--- src/rtl/tmds_pkg.sv ---
// tmds_pkg: shared constants, types and helpers for the TMDS channel encoder.
//   CNT_W              width of the signed running-disparity counter
//   CTRL_SYM_xx        DVI control symbols for c1c0 = 00/01/10/11
//   GUARD_SYM_*        data-island guard-band symbols (TMDS_TERC4_EN only)
//   TERC4_SYM          16-entry TERC4 symbol table (TMDS_TERC4_EN only)
//   sym_kind_e         stage-2 symbol class selector
//   qm_t               stage-1 register bundle handed to stage 2
//   popcount8()        number of ones in a byte
// Optional feature macro: TMDS_TERC4_EN
package tmds_pkg;

  localparam int unsigned CNT_W = 5;

  localparam logic [9:0] CTRL_SYM_00 = 10'b1101010100;
  localparam logic [9:0] CTRL_SYM_01 = 10'b0010101011;
  localparam logic [9:0] CTRL_SYM_10 = 10'b0101010100;
  localparam logic [9:0] CTRL_SYM_11 = 10'b1010101011;

`ifdef TMDS_TERC4_EN
  localparam logic [9:0] GUARD_SYM_BR = 10'b1011001100;
  localparam logic [9:0] GUARD_SYM_G  = 10'b0100110011;

  localparam logic [9:0] TERC4_SYM [16] = '{
    10'b1010011100, 10'b1001100011, 10'b1011100100, 10'b1011100010,
    10'b0101110001, 10'b0100011110, 10'b0110001110, 10'b0100111100,
    10'b1011001100, 10'b0100111001, 10'b0110011100, 10'b1011000110,
    10'b1010001110, 10'b1001110001, 10'b0101100011, 10'b1011000011
  };
`endif

  typedef enum logic [1:0] {
    SYM_CTRL,
    SYM_DATA,
    SYM_GUARD,
    SYM_ISLAND
  } sym_kind_e;

  typedef struct packed {
    logic [8:0] q_m;
    logic       de;
    logic       c0;
    logic       c1;
`ifdef TMDS_TERC4_EN
    logic       island;
    logic       guard;
    logic [3:0] aux;
`endif
  } qm_t;

  function automatic logic [3:0] popcount8(input logic [7:0] v);
    logic [3:0] n;
    n = '0;
    for (int unsigned i = 0; i < 8; i++) begin
      n = n + {3'b000, v[i]};
    end
    return n;
  endfunction

  function automatic logic [9:0] ctrl_sym(input logic c1, input logic c0);
    logic [9:0] s;
    unique case ({c1, c0})
      2'b00:   s = CTRL_SYM_00;
      2'b01:   s = CTRL_SYM_01;
      2'b10:   s = CTRL_SYM_10;
      default: s = CTRL_SYM_11;
    endcase
    return s;
  endfunction

endpackage

--- src/rtl/tmds_encoder_qm_stage.sv ---
// tmds_qm_stage: first pipeline stage of the TMDS encoder. Builds the 9-bit
// transition-minimised word q_m from the pixel byte and registers it together
// with de/c0/c1 (and island/guard/aux when TMDS_TERC4_EN is defined).
// Ports:
//   clk        pixel clock
//   rst        synchronous active-high reset, clears the whole bundle
//   data_in    pixel byte
//   de_in      data enable
//   c0_in      control bit 0
//   c1_in      control bit 1
//   island_in  data-island period        (TMDS_TERC4_EN only)
//   guard_in   guard-band period         (TMDS_TERC4_EN only)
//   aux_in     TERC4 nibble              (TMDS_TERC4_EN only)
//   qm_out     registered stage-1 bundle
module tmds_qm_stage
  import tmds_pkg::*;
(
  input  logic       clk,
  input  logic       rst,
  input  logic [7:0] data_in,
  input  logic       de_in,
  input  logic       c0_in,
  input  logic       c1_in,
`ifdef TMDS_TERC4_EN
  input  logic       island_in,
  input  logic       guard_in,
  input  logic [3:0] aux_in,
`endif
  output qm_t        qm_out
);

  logic [3:0] n1d;
  logic       use_xnor;
  logic [8:0] q_m;

  always_comb begin
    n1d      = popcount8(data_in);
    use_xnor = (n1d > 4'd4) || ((n1d == 4'd4) && !data_in[0]);
    q_m      = '0;
    q_m[0]   = data_in[0];
    for (int unsigned i = 1; i < 8; i++) begin
      q_m[i] = use_xnor ? ~(q_m[i-1] ^ data_in[i]) : (q_m[i-1] ^ data_in[i]);
    end
    q_m[8]   = ~use_xnor;
  end

  always_ff @(posedge clk) begin
    if (rst) begin
      qm_out <= '0;
    end else begin
      qm_out.q_m    <= q_m;
      qm_out.de     <= de_in;
      qm_out.c0     <= c0_in;
      qm_out.c1     <= c1_in;
`ifdef TMDS_TERC4_EN
      qm_out.island <= island_in;
      qm_out.guard  <= guard_in;
      qm_out.aux    <= aux_in;
`endif
    end
  end

endmodule

--- src/rtl/tmds_encoder.sv ---
// tmds_encoder: DVI/HDMI TMDS 8b/10b channel encoder, two-stage pipeline.
// Stage 1 (tmds_qm_stage) does transition minimisation; stage 2 (here) does
// running-disparity DC balancing and control / guard / TERC4 symbol muxing.
// Parameters:
//   CHANNEL    link channel index (0 blue, 1 green, 2 red), picks guard symbol
//   RESET_SYM  symbol driven on tmds_out while in reset
// Ports:
//   clk        pixel clock
//   rst        synchronous active-high reset
//   data_in    pixel byte, used when de_in=1
//   de_in      data enable
//   c0_in      control bit 0 (hsync on channel 0)
//   c1_in      control bit 1 (vsync on channel 0)
//   island_in  data-island period        (TMDS_TERC4_EN only)
//   guard_in   guard-band period         (TMDS_TERC4_EN only)
//   aux_in     TERC4 nibble              (TMDS_TERC4_EN only)
//   tmds_out   registered 10-bit symbol, bit 0 first on the wire
// Optional feature macro: TMDS_TERC4_EN
module tmds_encoder
  import tmds_pkg::*;
#(
  parameter int unsigned CHANNEL   = 0,
  parameter logic [9:0]  RESET_SYM = 10'b1101010100
) (
  input  logic       clk,
  input  logic       rst,
  input  logic [7:0] data_in,
  input  logic       de_in,
  input  logic       c0_in,
  input  logic       c1_in,
`ifdef TMDS_TERC4_EN
  input  logic       island_in,
  input  logic       guard_in,
  input  logic [3:0] aux_in,
`endif
  output logic [9:0] tmds_out
);

  if (CHANNEL > 2) begin : g_channel_check
    $error("tmds_encoder: CHANNEL must be 0, 1 or 2");
  end

  qm_t s1;

  tmds_qm_stage u_qm_stage (
    .clk       (clk),
    .rst       (rst),
    .data_in   (data_in),
    .de_in     (de_in),
    .c0_in     (c0_in),
    .c1_in     (c1_in),
`ifdef TMDS_TERC4_EN
    .island_in (island_in),
    .guard_in  (guard_in),
    .aux_in    (aux_in),
`endif
    .qm_out    (s1)
  );

  sym_kind_e               kind;
  logic [7:0]              q;
  logic                    q8;
  logic [3:0]              n1;
  logic signed [CNT_W-1:0] diff;
  logic signed [CNT_W-1:0] cnt;
  logic signed [CNT_W-1:0] cnt_next;
  logic [9:0]              sym_next;

  // Guard beats island beats video data beats plain control.
  always_comb begin
    kind = SYM_CTRL;
`ifdef TMDS_TERC4_EN
    if (s1.guard)       kind = SYM_GUARD;
    else if (s1.island) kind = SYM_ISLAND;
    else
`endif
    if (s1.de)          kind = SYM_DATA;
  end

  always_comb begin
    q        = s1.q_m[7:0];
    q8       = s1.q_m[8];
    n1       = popcount8(q);
    // n1 - n0 = 2*n1 - 8, formed modulo 2^CNT_W so +8 lands correctly.
    diff     = $signed({n1, 1'b0} - 5'd8);
    sym_next = ctrl_sym(s1.c1, s1.c0);
    cnt_next = '0;
    unique case (kind)
      SYM_DATA: begin
        if ((cnt == 5'sd0) || (n1 == 4'd4)) begin
          sym_next = {~q8, q8, (q8 ? q : ~q)};
          cnt_next = cnt + (q8 ? diff : -diff);
        end else if (((cnt > 5'sd0) && (n1 > 4'd4)) ||
                     ((cnt < 5'sd0) && (n1 < 4'd4))) begin
          sym_next = {1'b1, q8, ~q};
          cnt_next = cnt + (q8 ? 5'sd2 : 5'sd0) - diff;
        end else begin
          sym_next = {1'b0, q8, q};
          cnt_next = cnt - (q8 ? 5'sd0 : 5'sd2) + diff;
        end
      end
`ifdef TMDS_TERC4_EN
      SYM_GUARD:  sym_next = (CHANNEL == 1) ? GUARD_SYM_G : GUARD_SYM_BR;
      SYM_ISLAND: sym_next = TERC4_SYM[s1.aux];
`endif
      default: ;
    endcase
  end

  always_ff @(posedge clk) begin
    if (rst) begin
      tmds_out <= RESET_SYM;
      cnt      <= '0;
    end else begin
      tmds_out <= sym_next;
      cnt      <= cnt_next;
    end
  end

endmodule
--- config.mk ---
export PLATFORM = sky130hd
export DESIGN_NAME = tmds_encoder
export DESIGN_NICKNAME = d
export VERILOG_FILES = /design/src/rtl/tmds_pkg.sv /design/src/rtl/tmds_encoder_qm_stage.sv /design/src/rtl/tmds_encoder.sv
export SDC_FILE = /design/constraint.sdc
export NUM_CORES = 1
export LEC_CHECK = 0
export BUFFER_PORTS_ARGS = -buffer_cell sky130_fd_sc_hd__buf_4
export CAP_MARGIN = 10
export CORE_MARGIN = 3
export CORE_UTILIZATION = 50
export CTS_CLUSTER_SIZE = 12
export DETAILED_ROUTE_END_ITERATION = 7
export GPL_TIMING_DRIVEN = 0
export HOLD_SLACK_MARGIN = 0.05
export MAX_ROUTING_LAYER = met4
export PLACE_DENSITY = 0.7
export SLEW_MARGIN = 20
export SYNTH_ARGS = -nofsm -noshare
export SYNTH_HDL_FRONTEND = slang
export SYNTH_SLANG_ARGS = --single-unit
--- constraint.sdc ---
create_clock -name clk -period 5.75 [get_ports clk]
set_input_delay 0.575 -clock clk [delete_from_list [all_inputs] [get_ports clk]]
set_output_delay 0.575 -clock clk [all_outputs]
set_load 0.03 [all_outputs]
==> summary.md <==
| Metric | Value |
|---|---|
| Status | `finished clean` |
| Share of layout cells above drive strength 1 | `15.16%` |
| Ys async rst share | `0%` |
| Initial antenna violation count | `0` |
| Reg2reg path depth | `16` |
| Fin crit share | `81.20%` |
| Most frequent cells in the layout | `32 x inv_1, 26 x dfxtp_1, 25 x ha_1` |
| Sequential area share after synthesis | `25.15%` |
| Hold path startpoint | `c0_in` |
| Commonest non-fill, non-tap cell in the layout | `inv_1` |
| Core area | `3826 um2` |
| Maximum clock frequency | `0.2142 GHz` |
| Seq cells post-synth | `26` |
| Clock root cell | `clkbuf_8` |
| Postcts setup bufs | `0` |
| Setup violations, final | `0` |
| Row count | `22` |
| Max Cap Violations | `0` |
| Ant diodes | `0` |
| Maximum buffer depth of the clock tree | `2` |
| Drt first pass iters | `4` |
| Clock skew | `5.122 ps` |
| Global-route wire length before repair | `6223 um` |
| Post-DRT Antenna Nets | `0` |
| Global route total overflow | `0` |
| # nets final | `296` |
| RR Startpoint | `u_qm_stage.qm_out[3]` |
| Area growth from synthesis to layout | `13.97%` |
| Hold_buf cts | `0` |
| Via Count | `1,467` |
| Yosys cell types | `39` |
| GPL Wtd Cong | `0.8339` |
| EDFF count, synth | `0` |
| Die height | `70.34 um` |
| Overall Global Routing Usage | `15.52%` |
| Final hold viol count | `0` |
| Reg2Reg Setup Slack | `1080 ps` |
| DRT iter0 DRCs | `84` |
| Area of the multi-input gates | `1401 um2` |
| Detailed-route DRC error count | `0` |
| WL final | `3508 um` |
| CTS clk-pin slew, worst paths | `90 ps` |
| Die area | `4947 um2` |
| Worst-margin pin slew | `521.4 ps` |
| TritonCTS buffer count | `3` |
| Most common flop cell mapped by yosys | `dfxtp_1` |
| Critical Path AT | `4810 ps` |
| Worst Setup Start Kind | `flip-flop` |
| Port Buffer Count | `21` |
| Wirelength per Cell | `12.01 um` |
| Rel. slew slack | `64.97%` |
| Reg area | `520.5 um2` |
| Unrepaired setup endpoints after global routing | `no` |
| CTS Sinks | `26` |
| Yosys warning total | `0` |
| Number of global-route vias before repair | `1,390` |
| Syn_nets | `270` |
| Setup TNS | `0 ps` |
| Crit path time final | `4669 ps` |
| Largest net degree at the start of global routing | `16` |
| FF-to-FF End | `cnt[4]` |
| Initial core utilization | `54.09%` |
| Post-CTS sizing | `0` |
| CP required | `5890 ps` |
| Setup Crit Path Kind | `flip-flop to flip-flop` |
| Cell count after synthesis | `219` |
| Filler instances | `335` |
| CP Capture Point | `cnt[4]` |
| Via density | `5.024` |
| Final Slew Violations | `0` |
| Die width | `70.34 um` |
| Clock latency on the worst-skew pair | `270 ps` |
| Clock tree from TritonCTS | `built` |
| Netlist Area Pre-Place | `2069 um2` |
| Worst-path maximum fanout | `4` |
| CTS H-tree lvls | `1` |
| Ports | `23` |
| Worst Setup End Kind | `flip-flop` |
| Hpwl dp | `2949 um` |
| HP Class | `input port to flip-flop` |
| Critical path origin | `u_qm_stage.qm_out[3]` |
| Syn_area_per_cell | `9.450 um2` |
## kinds of logic after synthesis
family | count (synthesis) | synth area share (%)
xor+xnor | 19 | 11.18
compound gates | 41 | 13.36
mux | 3 | 1.511
buf+inv | 38 | 7.134
fa+ha+maj | 38 | 27.69
flops | 26 | 25.15
simple gates | 54 | 13.97
## synthesized netlist by cell type, types with 3 or more instances
cell type,n,share of area (%)
fa_1,13,13
xnor2_1,8,3.4
o21ai_0,9,2.2
nor3_1,3,0.73
a21oi_1,14,3.4
inv_1,32,5.8
a211oi_1,5,1.8
nor2_1,11,2.0
clkbuf_1,4,0.73
dfxtp_1,26,25
nor2b_1,13,3.9
nand3_1,5,1.2
ha_1,25,15
nand2_1,9,1.6
xor2_1,5,2.1
a21o_1,4,1.5
## stage by stage
step / setup slack (ps) / hold WS (ps) / utilization (%) / std cells / area (um2)
CTS: 1084 / 515.7 / 61.64 / 292 / 2359
global route: 790.6 / 538.1 / 61.64 / 292 / 2359
detailed placement: 1114 / 546.3 / 59.78 / 288 / 2287
floorplan: 1391 / 505.3 / - / 219 / 2069
finish: 1081 / 514.4 / 61.64 / 292 / 2359
global placement: 1135 / 550.8 / 59.78 / 288 / 2287
## how the worst min path moves through the flow
stage | to | slack (ps) | depth (start not counted)
after floorplan | tmds_out[2] | 510 | 2
after global placement | tmds_out[7] | 550 | 2
after detailed placement | tmds_out[2] | 550 | 2
after CTS | u_qm_stage.qm_out[1] | 520 | 2
final | u_qm_stage.qm_out[1] | 510 | 2
after global routing | u_qm_stage.qm_out[3] | 540 | 2
## per-layer routing
layer / part of all wire [%] / track usage, %
met2: 45 / 23.39
met5: 0 / -
met4: 0.48 / 1.915
met3: 3.6 / 1.727
met1: 51 / 23.05
## flip-flops by register name, indices dropped and copies added, names as in the netlist
| signal | flops |
|---|---|
| u_qm_stage.qm_out | 12 |
| tmds_out | 10 |
| cnt | 4 |
## final cells by class
cell class                 count  share of cell area (%)
inverter                      32                   5.093
multi-input combinational    155                   59.42
buffer                         6                   1.167
clock inverter                 1                   1.273
timing repair buffer          21                   6.684
sequential                    26                   22.07
clock buffer                   3                   1.751
tap                           48                   2.546
## worst max-delay path, stage by stage, from the launching register on
cell and delay, ps:
dfxtp_1 350, fa_1 540, inv_1 50, fa_1 450, fa_1 500, inv_1 40
ha_1 200, fa_1 500, inv_1 90, ha_1 290, mux2_2 290, ha_1 270
a21o_1 160, a21oi_1 210, xnor3_1 320, o21ai_0 220, a31oi_1 60
Power is not shown: default switching activity piles up to over one toggle a cycle in this logic, so the estimate is an artifact.
